==> src/rtl/rgb_pwm_fader.sv <==
// ============================================================================
// Module   : rgb_pwm_fader
// Brief    : Multi-channel LED PWM driver with off/static/blink/breathe modes,
//            linear fade engine and a valid/ready configuration write port.
// Revision : 1.0 - initial release
// ============================================================================
`default_nettype none

module rgb_pwm_fader #(
    parameter int CHANNELS      = 3,
    parameter int PWM_BITS      = 8,
    parameter int PRESCALE      = 16,
    parameter int STEP_PERIODS  = 4,
    parameter int BLINK_PERIODS = 64,
    parameter int CH_BITS       = 2,
    parameter int ACTIVE_LOW    = 1
) (
    input  logic                clk,
    input  logic                rst,
    input  logic                cfg_valid,
    output logic                cfg_ready,
    input  logic [CH_BITS-1:0]  cfg_chan,
    input  logic [1:0]          cfg_mode,
    input  logic [PWM_BITS-1:0] cfg_level,
    output logic [CHANNELS-1:0] led,
    output logic [CHANNELS-1:0] fading
);

    localparam int PS_W = (PRESCALE > 1)      ? $clog2(PRESCALE)      : 1;
    localparam int SP_W = (STEP_PERIODS > 1)  ? $clog2(STEP_PERIODS)  : 1;
    localparam int BP_W = (BLINK_PERIODS > 1) ? $clog2(BLINK_PERIODS) : 1;

    localparam logic [1:0] MODE_OFF     = 2'd0;
    localparam logic [1:0] MODE_STATIC  = 2'd1;
    localparam logic [1:0] MODE_BLINK   = 2'd2;
    localparam logic [1:0] MODE_BREATHE = 2'd3;

    localparam logic [PWM_BITS-1:0] LEVEL_MAX = '1;
    localparam logic                POL       = (ACTIVE_LOW != 0);

    logic [PS_W-1:0]     presc_q;
    logic [PWM_BITS-1:0] pwm_cnt_q;
    logic [SP_W-1:0]     step_cnt_q;
    logic [BP_W-1:0]     blink_cnt_q;
    logic                ready_q;
    logic [CHANNELS-1:0] led_q;
    logic [CHANNELS-1:0] fading_q;

    logic                w_tick;
    logic                w_period_end;
    logic                w_step_en;
    logic                w_blink_en;
    logic                w_accept;
    logic [CHANNELS-1:0] w_lit;
    logic [CHANNELS-1:0] w_fading_d;

    assign w_tick       = (presc_q == PS_W'(PRESCALE - 1));
    assign w_period_end = w_tick && (pwm_cnt_q == LEVEL_MAX);
    assign w_step_en    = w_period_end && (step_cnt_q  == SP_W'(STEP_PERIODS - 1));
    assign w_blink_en   = w_period_end && (blink_cnt_q == BP_W'(BLINK_PERIODS - 1));
    assign w_accept     = cfg_valid && ready_q;

    assign cfg_ready = ready_q;
    assign led       = led_q;
    assign fading    = fading_q;

    always_ff @(posedge clk or negedge rst) begin
        if (!rst) begin
            presc_q     <= '0;
            pwm_cnt_q   <= '0;
            step_cnt_q  <= '0;
            blink_cnt_q <= '0;
            ready_q     <= 1'b0;
            led_q       <= {CHANNELS{POL}};
            fading_q    <= '0;
        end else begin
            presc_q <= w_tick ? '0 : presc_q + 1'b1;
            if (w_tick) begin
                pwm_cnt_q <= pwm_cnt_q + 1'b1;
            end
            if (w_period_end) begin
                step_cnt_q  <= w_step_en  ? '0 : step_cnt_q  + 1'b1;
                blink_cnt_q <= w_blink_en ? '0 : blink_cnt_q + 1'b1;
            end
            // Ready drops for exactly one cycle after each accepted write.
            ready_q  <= ~w_accept;
            led_q    <= w_lit ^ {CHANNELS{POL}};
            fading_q <= w_fading_d;
        end
    end

    for (genvar gi = 0; gi < CHANNELS; gi++) begin : g_chan
        logic [1:0]          mode_q,  mode_d;
        logic [PWM_BITS-1:0] level_q, level_d;
        logic [PWM_BITS-1:0] cur_q,   cur_d;
        logic [PWM_BITS-1:0] duty_q,  duty_d;
        logic                down_q,  down_d;
        logic                ph_q,    ph_d;
        logic                fad_d;
        logic                w_wr;
        logic [PWM_BITS:0]   w_cur_up;
        logic [PWM_BITS-1:0] w_cur_dn;
        logic [PWM_BITS-1:0] w_target;
        logic [PWM_BITS-1:0] w_target_d;

        assign w_wr       = w_accept && (cfg_chan == CH_BITS'(gi));
        assign w_cur_up   = {1'b0, cur_q} + 1'b1;
        assign w_cur_dn   = (cur_q == '0) ? '0 : cur_q - 1'b1;
        assign w_target   = (mode_q == MODE_STATIC) ? level_q : '0;
        assign w_target_d = (mode_d == MODE_STATIC) ? level_d : '0;

        always_comb begin
            mode_d  = mode_q;
            level_d = level_q;
            cur_d   = cur_q;
            down_d  = down_q;
            ph_d    = ph_q;
            if (w_wr) begin
                mode_d  = cfg_mode;
                level_d = cfg_level;
                if (cfg_mode == MODE_BREATHE && mode_q != MODE_BREATHE) begin
                    down_d = 1'b0;
                end
                if (cfg_mode == MODE_BLINK && mode_q != MODE_BLINK) begin
                    ph_d = 1'b1;
                end
            end else if (mode_q == MODE_BLINK) begin
                if (w_blink_en) begin
                    ph_d = ~ph_q;
                end
                cur_d = ph_q ? level_q : '0;
            end else if (w_step_en) begin
                if (mode_q == MODE_BREATHE) begin
                    if (level_q == '0) begin
                        cur_d = w_cur_dn;
                    end else if (!down_q) begin
                        // Reaching (or sitting above) the peak clamps and turns around.
                        if (w_cur_up >= {1'b0, level_q}) begin
                            cur_d  = level_q;
                            down_d = 1'b1;
                        end else begin
                            cur_d = w_cur_up[PWM_BITS-1:0];
                        end
                    end else begin
                        cur_d = w_cur_dn;
                        if (w_cur_dn == '0) begin
                            down_d = 1'b0;
                        end
                    end
                end else if (cur_q < w_target) begin
                    cur_d = w_cur_up[PWM_BITS-1:0];
                end else if (cur_q > w_target) begin
                    cur_d = w_cur_dn;
                end
            end
        end

        always_comb begin
            fad_d = 1'b0;
            if (mode_d == MODE_BREATHE) begin
                fad_d = (level_d != '0);
            end else if (mode_d != MODE_BLINK) begin
                fad_d = (cur_d != w_target_d);
            end
        end

        assign duty_d = w_period_end ? cur_q : duty_q;

        always_ff @(posedge clk or negedge rst) begin
            if (!rst) begin
                mode_q  <= MODE_OFF;
                level_q <= '0;
                cur_q   <= '0;
                duty_q  <= '0;
                down_q  <= 1'b0;
                ph_q    <= 1'b0;
            end else begin
                mode_q  <= mode_d;
                level_q <= level_d;
                cur_q   <= cur_d;
                duty_q  <= duty_d;
                down_q  <= down_d;
                ph_q    <= ph_d;
            end
        end

        // Full-scale duty must stay lit through the pwm_cnt == max slot.
        assign w_lit[gi]      = (duty_q == LEVEL_MAX) || (pwm_cnt_q < duty_q);
        assign w_fading_d[gi] = fad_d;
    end

endmodule

`default_nettype wire

==> config.mk <==
export PLATFORM = sky130hd
export DESIGN_NAME = rgb_pwm_fader
export DESIGN_NICKNAME = d
export VERILOG_FILES = /design/src/rtl/rgb_pwm_fader.sv
export SDC_FILE = /design/constraint.sdc
export NUM_CORES = 1
export LEC_CHECK = 0
export CAP_MARGIN = 20
export CORE_UTILIZATION = 35
export DETAILED_ROUTE_END_ITERATION = 10
export DONT_BUFFER_PORTS = 1
export PLACE_DENSITY = 0.54
export SETUP_SLACK_MARGIN = 0.1
export SLEW_MARGIN = 20
export SYNTH_ARGS = -nofsm -noshare
export SYNTH_HDL_FRONTEND = slang
export SYNTH_SLANG_ARGS = --single-unit
export TNS_END_PERCENT = 30
==> constraint.sdc <==
create_clock -name clk -period 3.7 [get_ports clk]
set_input_delay 0.74 -clock clk [delete_from_list [all_inputs] [get_ports clk]]
set_output_delay 0.74 -clock clk [all_outputs]
set_load 0.1 [all_outputs]
Word-level counts from Yosys, hierarchy flattened:

Cells that the tools add are included.

* output and inout port bits: 7
* bits in writable memories: 0
* flip-flop bits (word level): 111
* input port bits: 15
* latch bits: 0
* memories: 0
* ROM bits: 0

* reduce and logical (&&, ||, !) cells: 47
* bitwise gates (word level): 5
* mux-type cells: 93
* $lt $le $gt $ge: 12
* div/mod/pow operators: 0
* add/subtract/negate cells: 10
* shifts and indexed selects: 0
* multipliers: 0
* eq/ne operators: 50

Operators by type and width (number)
* $mux 8: 42
* $logic_not 8->1: 9
* $lt 8x8->1: 6
* $mux 1: 45
* $eq 8x8->1 const B: 4
* $ne 2x2->1 const B: 15
* $add 8x1->9 const B: 3
* $ge 9x8->1: 3
* $eq 2x2->1 const B: 13
* $gt 8x8->1: 3
* $ne 8x8->1: 3
* $reduce_bool 2->1: 12
* $reduce_bool 8->1: 3
* $sub 8x1->8 const B: 3
* $reduce_and 5->1: 3
* $eq 2x1->1 const B: 7
* $logic_and 1x1->1: 13
* $ne 2x1->1 const B: 6
* $reduce_and 3->1: 3
* $add 8x1->8 const B: 1
* $mux 2: 4
* $add 6x1->6 const B: 1
* $eq 6x6->1 const B: 1
* $mux 6: 1
* other kinds (8): 13

Depth between registers and ports, before layout:

Gate-level depths: netlist of the first run.

* word-level depth: 12
* gate-level depth with buffers: 16

Least setup slack after synthesis of the first run:

No wires, ideal clock.

* path kind: register to register
* start: register g_chan[2].cur_q[0]
* end: register fading_q[2] (netlist: fading[2])
* period minus slack after synthesis: 3.760 ns
* path slack: -0.060 ns
* cell stages (with the launch flop): 17
* arrival time: 3.615 ns
* buffers on the path: 2
* cells stage by stage: dfrtp_1 > clkbuf_1 > inv_1 > nor3_1 > xor2_1 > ha_1 > o21a_1 > o21ai_0 > or4_1 > clkbuf_1 > nand2_2 > or3_1 > a211oi_1 > o31ai_1 > or3_1 > o211ai_1 > a41oi_1

* longest elaborated chain between the ends: 12

Ends and longest elaborated chain
* start, declared: RTL line 95 `logic [PWM_BITS-1:0] cur_q, cur_d;`
* start signal, assigned: RTL line 180 `cur_q <= cur_d;`
* $add 8x1->9: RTL line 107 `assign w_cur_up = {1'b0, cur_q} + 1'b1;`
* $ge 9x8->1: RTL line 138 `if (w_cur_up >= {1'b0, level_q}) begin`
* $mux 8: RTL line 138
* $mux 8: RTL line 136 `end else if (!down_q) begin`
* $mux 8: RTL line 134 `if (level_q == '0) begin`
* $mux 8: RTL line 133 `if (mode_q == MODE_BREATHE) begin`
* $mux 8: RTL line 132 `end else if (w_step_en) begin`
* $mux 8: RTL line 127 `end else if (mode_q == MODE_BLINK) begin`
* $mux 8 (*): RTL line 118 `if (w_wr) begin`
* $ne 8x8->1 (*): RTL line 163 `fad_d = (cur_d != w_target_d);`
* $mux 1 (*): RTL line 162 `end else if (mode_d != MODE_BLINK) begin`
* $mux 1 (*): RTL line 160 `if (mode_d == MODE_BREATHE) begin`
* via g_chan[2].fad_d: RTL line 99 `logic fad_d;`
* end signal, assigned: RTL line 88 `fading_q <= w_fading_d;`
* end, declared: RTL line 47 `logic [CHANNELS-1:0] fading_q;`

The timed path passes the listed nets; every way through them passes the cells marked *.
A chain may end at the register's enable or synchronous reset.

Worst setup path in the final report of the first run:

* start: register g_chan[0].cur_q[0]
* end: register fading_q[0] (netlist: fading[0])

* longest elaborated chain between the ends: 12

Ends and longest elaborated chain (RTL line)
* start, declared: 95
* start signal, assigned: 180
* $add 8x1->9: 107
* $ge 9x8->1: 138
* $mux 8: 138
* $mux 8: 136
* $mux 8: 134
* $mux 8 (*): 133
* $mux 8 (*): 132
* $mux 8 (*): 127
* $mux 8 (*): 118
* via g_chan[0].cur_d[3]: 95
* $ne 8x8->1 (*): 163
* $mux 1 (*): 162
* $mux 1 (*): 160
* via g_chan[0].fad_d: 99

Marks and branches as above.

==> impl_metrics.csv, run 1 <==
group,metric,value,unit
outcome,outcome,"complete, no violations",
setup_path,crit_required,3.99,ns
timing,setup_viol,0,
clocking,clk_pin_slew,0.09,ns
setup_path,cp_slowest_cell,"or4_4",
synthesis,ys_types,85,
synthesis,yosysWarnings,0,
synthesis,synth_area_leaders,"dfrtp_1 27%, ha_1 10%, nand2_1 5.7%, o21ai_0 4.7%, nor2_1 3.8%",
die,ioPinCount,22,
pwr,internal_power,0.00487,W
routing,first_pass_iters,7,
finish,fin_nets,1467,
pwr,ir_drop,317,µV
synthesis,synth_edf_count,0,
pwr,pwr-share-clk,0.114,
pwr,leakagePower,5.27,nW
finish,syn2layout_area_growth,23.8,%
setup_path,cp.arrival,3.90,ns
synthesis,synth_fp_nets,1359,
synthesis,yosys.area_share.adder,0.104,
timing,fmax,277,MHz
setup_path,r2r_setup_slack,0.09,ns
global_routing,grt_pass1_vias,9854,
synthesis,syn_inst,1262,
die,dieArea,29000,µm²
timing,rsz0062_at_grt,"yes",
clocking,ctsHtreeMaxLevel,3,
finish,diodes,0,
timing,worst_slew_pin_slew,0.888,ns
synthesis,async_reset_ff_frac,1.00,
job,maxCapViolations,0,
finish,drive_gt1_frac,0.216,
setup_path,worstSetupStartpointType,"flop",
clocking,cts_tree,"done",
die,fp.dieH,170,µm
die,std_cell_rows,61,
die,die_x,170,µm
timing,fin_tns_setup,0,ns
min_path,hold_path_class,"primary input to asynchronous set/reset pin",
clocking,clock_path_buffers,2,
global_routing,grt-ovfl-total,0,
clocking,cts_sinks,111,
pwr,seqPwrFrac,0.190,
timing,maxSlewHeadroom,0.408,
timing,layout_min_cycle_time,3.61,ns
synthesis,syn_avg_cell_area,7.85,µm²
synthesis,yosys.area.top_type,"dfrtp_1",
synthesis,synth_xor_area_frac,0.0389,
synthesis,synth_commonest_cells,"150 x nand2_1, 108 x dfrtp_1, 99 x nor2_1, 93 x o21ai_0",
clocking,root_buffer,"clkbuf_16",
routing,routedWlPerCell,20.5,µm
global_routing,grt_start_max_net_pins,112,
pwr,switching_share,0.482,
routing,ant_nets,0,
setup_path,critical_path_class,"flop to flop",
synthesis,post-synth-top-count-cell,"nand2_1",
synthesis,ys_ff_latch,111,
die,initial_core_util,0.357,
clocking,cts_buffers,9,
routing,drc,0,
routing,vias,10200,
pwr,combPwrFrac,0.697,
global_routing,grt_pass1_wl,56300,µm
pwr,switchingPower,0.00453,W
routing,wl,36000,µm
place,hpwl,27500,µm
die,core_area,27800,µm²
setup_path,worstSetupEndpointType,"flop",
synthesis,synth_top_family_by_area,"simple AND/OR/NAND/NOR gates",
timing,drv_slew,0,
synthesis,synth_ff_type,"dfrtp_1",
setup_path,cp_max_fo,5,
setup_path,timing.critical_path.cells,"buf_8, buf_4, nand3_1, xnor2_2, ha_1, a21oi_2, nor2b_4, or4_4, nor2_4, o21ai_0, a211oi_1, nand2_1, and4_1, or3_4, a32oi_1",
timing,fin_skew,0.0134,ns
pwr,power.total,0.00939,W
synthesis,synth-simple-area-share,0.251,
setup_path,max_stage_delay,0.59,ns
global_routing,antenna_found_initial,0,
finish,n_fill_cell,2847,
pwr,power.density,766,nW/µm²
timing,period_share,0.976,
synthesis,synth_compound_area_frac,0.242,
synthesis,synthesis.area,9910,µm²
clocking,insertion_delay,0.37,ns
place,gp_congestion,0.985,
timing,hold_slack,0.0608,ns
routing,via_per_inst,5.84,
synthesis,synth_top_area_frac,0.273,
synthesis,synthMuxAreaShare,0.0280,
synthesis,yosysSeqAreaShare,0.281,
timing,hold_viol_final,0,
routing,first_iter_violations,1030,
place,port_buffers,0,
global_routing,grt_usage,0.251,
clocking,cts_hold_buf,0,
flip-flops by register name, indices dropped and copies added, names as in the netlist:
signal,flops
blink_cnt_q,6
cfg_ready,1
fading,3
g_chan.cur_q,24
g_chan.down_q,3
g_chan.duty_q,24
g_chan.level_q,24
g_chan.mode_q,6
g_chan.ph_q,3
led,3
presc_q,4
pwm_cnt_q,8
step_cnt_q,2
worst paths after layout:
| kind | start | end | depth (start not counted) |
|---|---|---|---|
| setup / recovery | g_chan[0].cur_q[0]$_DFF_PN0_ | fading[0]$_DFF_PN0_ | 15 |
| hold / removal | rst | g_chan[1].level_q[6]$_DFF_PN0_ | 0 |
| setup reg to reg | g_chan[0].cur_q[0]$_DFF_PN0_ | fading[0]$_DFF_PN0_ | 15 |
| hold reg to reg | step_cnt_q[1]$_DFFE_PN0P_ | step_cnt_q[1]$_DFFE_PN0P_ | 2 |
| max in group asynchronous | rst | led[1]$_DFF_PN1_ | 0 |
| min in group clk | step_cnt_q[1]$_DFFE_PN0P_ | step_cnt_q[1]$_DFFE_PN0P_ | 2 |
critical path: cells and delay by family, from the launching register on:
kind                     cells  cell delay [ns]
AND/OR/NAND/NOR              7             1.62
AO/OA/AOI/OAI                4             0.77
flip-flops                   1             0.48
buffers and inverters        2             0.29
adder cells (fa/ha/maj)      1             0.19
XOR/XNOR                     1             0.17
kinds of logic (layout without fill, tap and decap cells):
kind of cell               after synthesis  in the layout
adders and majority gates               82             82
and+or+nand+nor                        494            494
muxes                                   27             27
DFF                                    111            111
buffers and inverters                  147            260
xor gates and xnor gates                44             44
AOI/OAI and AO/OA                      357            357
placed cells by master, fill, tap and decap left out, types with 11 or more instances in the layout:
master / n
nor4_1: 16
nor2b_1: 16
a21o_1: 18
inv_1: 80
nor3_1: 28
dfrtp_1: 101
o31ai_1: 11
nand2_1: 146
buf_4: 155
nand2b_1: 17
nor2_1: 96
o21ai_0: 89
or4_1: 11
a21oi_1: 66
xnor2_1: 24
xor2_1: 12
nand3_1: 40
nand4_1: 32
a31oi_1: 13
o211ai_1: 11
ha_1: 72
mux2i_1: 21
a211oi_1: 12
through the flow:
step           cell area, µm²  cells  utilization  worst slack (ns)
3_5_place_dp            11100   1708        0.401           -0.0823
6_report                12300   1753        0.441            0.0905
4_1_cts                 11500   1728        0.416            0.0798
5_1_grt                 12300   1753        0.441           -0.0764
3_3_place_gp            11100   1708        0.401            -0.101
2_1_floorplan            9910   1262            -            0.0791
per-layer routing:
metal	GRT usage	vias up	wire, µm
met2	0.400	382	16600
met5	0	-	0
li1	-	4848	-
met4	0.0901	0	1180
met1	0.341	4916	15900
met3	0.0412	90	2300
what timing repair did:
action                     in CTS  in global routing
setup buffers                   4                 24
cloned                          0                  1
resized for setup              12                108
setup endpoints to repair       3                  3
pin swaps                       5                 49
cell type report:
type                       instances  area (µm²)  share of cell area
timing repair buffer             162        1250               0.102
multi-input combinational       1004        7110               0.580
inverter                          82         312              0.0254
clock inverter                     6        90.1             0.00735
tap                              378         473              0.0386
clock buffer                      10         239              0.0195
sequential                       111        2790               0.228
power groups by stage:
stage	combinational (W)	sequential [W]	clock, W
after detailed placement	0.00551	0.00177	0
final	0.00654	0.00178	0.00107
after floorplan	0.00350	0.00168	0
after global placement	0.00555	0.00177	0
after global routing	0.00708	0.00180	0.00114
after CTS	0.00565	0.00174	0.00111
Note: power is estimated with default switching activity, not from simulation.
==> run 2: changes to the inputs <==
--- a/config.mk
+++ b/config.mk
@@ -6,10 +6,12 @@
 export NUM_CORES = 1
 export LEC_CHECK = 0
 export CAP_MARGIN = 20
+export CELL_PAD_IN_SITES_DETAIL_PLACEMENT = 1
+export CELL_PAD_IN_SITES_GLOBAL_PLACEMENT = 1
 export CORE_UTILIZATION = 35
 export DETAILED_ROUTE_END_ITERATION = 10
 export DONT_BUFFER_PORTS = 1
-export PLACE_DENSITY = 0.54
+export PLACE_DENSITY = 0.66
 export SETUP_SLACK_MARGIN = 0.1
 export SLEW_MARGIN = 20
 export SYNTH_ARGS = -nofsm -noshare
==> run 2 against run 1 <==
  * Largest power group unchanged
  * Combinational power is 3.5% lower
  * Sequential power hardly changed
  * Wire length is 9.7% higher
  * Total power decreased by 3.0%
  * First-iteration DRC count rose by 1.7%
  * Critical path depth unchanged
  * Clock skew down 0.0053 ns
  * Via count rose by 1.8%
  * Worst hold slack lost 0.0030 ns
  * Flip-flop and latch count stayed put
  * Highest routed layer unchanged
  * Clock-buffer cell count is 1 lower
==> impl_metrics.csv, run 2 (same netlist as run 1, synthesis figures left out) <==
group,metric,value,unit
outcome,outcome,"complete, no violations",
finish,final_common_cell,"nand2_1",
finish,fin_nets,1454,
global_routing,grt_pass1_vias,10500,
clocking,insertion_delay,0.38,ns
setup_path,worstSetupEndpointType,"flop",
die,initial_core_util,0.357,
min_path,hold_path_class,"primary input to asynchronous set/reset pin",
timing,hold_slack,0.0578,ns
routing,ant_nets,0,
timing,period_share,0.998,
setup_path,timing.critical_path.cells,"and4_4, nand2_2, xnor2_2, ha_1, o21a_1, o21ai_4, or4_4, a21oi_1, o221ai_1, a31oi_2, buf_4, o21ai_0, a21o_1, o21ai_1, a41oi_2",
timing,setup_viol,0,
place,gp_congestion,0.961,
place,port_buffers,0,
setup_path,worstSetupStartpointType,"flop",
timing,rsz0062_at_grt,"yes",
finish,final_util,0.427,
setup_path,crit_buf_inv,1,
place,hpwl,30500,µm
timing,maxSlewHeadroom,0.346,
routing,drc,0,
pwr,power.density,768,nW/µm²
pwr,ir_drop,409,µV
timing,worst_slew_pin_slew,0.977,ns
setup_path,cp_slowest_cell,"or4_4",
pwr,power.total,0.00912,W
setup_path,cp_max_fo,5,
global_routing,grt_usage,0.276,
clocking,clk_pin_slew,0.09,ns
clocking,cts_buffers,9,
timing,fmax,271,MHz
clocking,ctsHtreeMaxLevel,3,
die,std_cell_rows,61,
die,dieArea,29000,µm²
timing,drv_slew,0,
setup_path,cp.arrival,3.94,ns
job,maxCapViolations,0,
global_routing,grt-ovfl-total,0,
clocking,cts_tree,"done",
global_routing,antenna_found_initial,0,
setup_path,critical_path_class,"flop to flop",
timing,fin_skew,0.00812,ns
routing,vias,10400,
clocking,clock_path_buffers,2,
timing,fin_tns_setup,0,ns
global_routing,grt_start_max_net_pins,112,
die,fp.dieH,170,µm
pwr,leakagePower,5.15,nW
finish,syn2layout_area_growth,19.8,%
finish,drive_gt1_frac,0.189,
routing,routedWlPerCell,22.7,µm
routing,via_per_inst,5.99,
finish,top_regs,"g_chan.cur_q x24, g_chan.duty_q x24, g_chan.level_q x24",
clocking,cts_sinks,111,
timing,layout_min_cycle_time,3.69,ns
global_routing,grt_pass1_wl,61200,µm
finish,finalNonFillerCells,1740,
finish,mostFrequentLayoutCells,"149 x nand2_1, 147 x buf_4, 105 x dfrtp_1, 96 x nor2_1, 89 x o21ai_0",
clocking,cts_hold_buf,0,
setup_path,max_stage_delay,0.59,ns
finish,diodes,0,
setup_path,crit_required,3.94,ns
die,die_x,170,µm
routing,first_pass_iters,5,
timing,hold_viol_final,0,
setup_path,cpLargestDelayFamily,"compound AO/OA/AOI/OAI gates",
die,ioPinCount,22,
routing,first_iter_violations,1047,
clocking,root_buffer,"clkbuf_16",
die,core_area,27800,µm²
place,place_inst,1708,
routing,wl,39500,µm
==> run 2: changes by cell type in the layout (fill, tap and decap cells not counted), sizes merged <==
cell | previous run | this run
buf | 162 | 149
clkbuf | 10 | 9
bufinv | 1 | 0
inv | 82 | 85
clkinvlp | 2 | 1
==> run 2: worst paths after layout <==
check                           cells past startpoint  slack, ns                          from                               to
worst max-delay path                               15      0.007  g_chan[2].cur_q[4]$_DFF_PN0_              fading[2]$_DFF_PN0_
min in group clk                                    2       0.48     step_cnt_q[1]$_DFFE_PN0P_        step_cnt_q[1]$_DFFE_PN0P_
max in group asynchronous                           0       3.38                           rst     g_chan[2].cur_q[0]$_DFF_PN0_
worst min register to register                      2       0.48     step_cnt_q[1]$_DFFE_PN0P_        step_cnt_q[1]$_DFFE_PN0P_
worst max register to register                     15      0.007  g_chan[2].cur_q[4]$_DFF_PN0_              fading[2]$_DFF_PN0_
worst min-delay path                                0       0.06                           rst  g_chan[0].duty_q[2]$_DFFE_PN0P_
==> run 2: routing by layer <==
layer  global-route usage  routed length [µm]  vias to the layer above
met5                    0                   0                        -
met4               0.0866                1000                        0
met3               0.0430                2040                       67
met2                0.459               18700                      312
met1                0.365               17800                     5235
li1                     -                   -                     4802
==> run 2: power by group <==
part	leakage (nW)	switching, W	internal, W
Combinational	3.60	0.00365	0.00266
Clock	0.141	0.000559	0.000475
Sequential	1.41	0.000353	0.00141
==> run 2: through the flow <==
stage | setup WS [ns] | area [µm²]
final | 0.00695 | 11900
after floorplan | 0.0791 | 9910
after detailed placement | -0.149 | 11200
after CTS | 0.0269 | 11500
after global placement | -0.135 | 11200
after global routing | -0.150 | 11900
==> run 2: final cells by class <==
type | instances | area, µm²
Multi-Input combinational cell | 1004 | 6870
Sequential cell | 111 | 2790
Clock inverter | 7 | 63.8
Clock buffer | 9 | 225
Timing Repair Buffer | 149 | 1140
Fill cell | 3426 | 15900
Tap cell | 378 | 473
Inverter | 82 | 308
==> run 2: worst register-to-register path: stages, from the launching register on <==
cell and delay (ns):
dfrtp_1 0.42, and4_4 0.25, nand2_2 0.07, xnor2_2 0.16
ha_1 0.32, o21a_1 0.18, o21ai_4 0.09, or4_4 0.59
a21oi_1 0.24, o221ai_1 0.20, a31oi_2 0.39, buf_4 0.19
o21ai_0 0.07, a21o_1 0.16, o21ai_1 0.11, a41oi_2 0.13
==> run 2: what timing repair did <==
action                     in CTS  in global routing
pin swaps                       3                 28
gates resized for setup        13                 55
setup endpoints to repair       3                  4
buffers inserted                4                 12
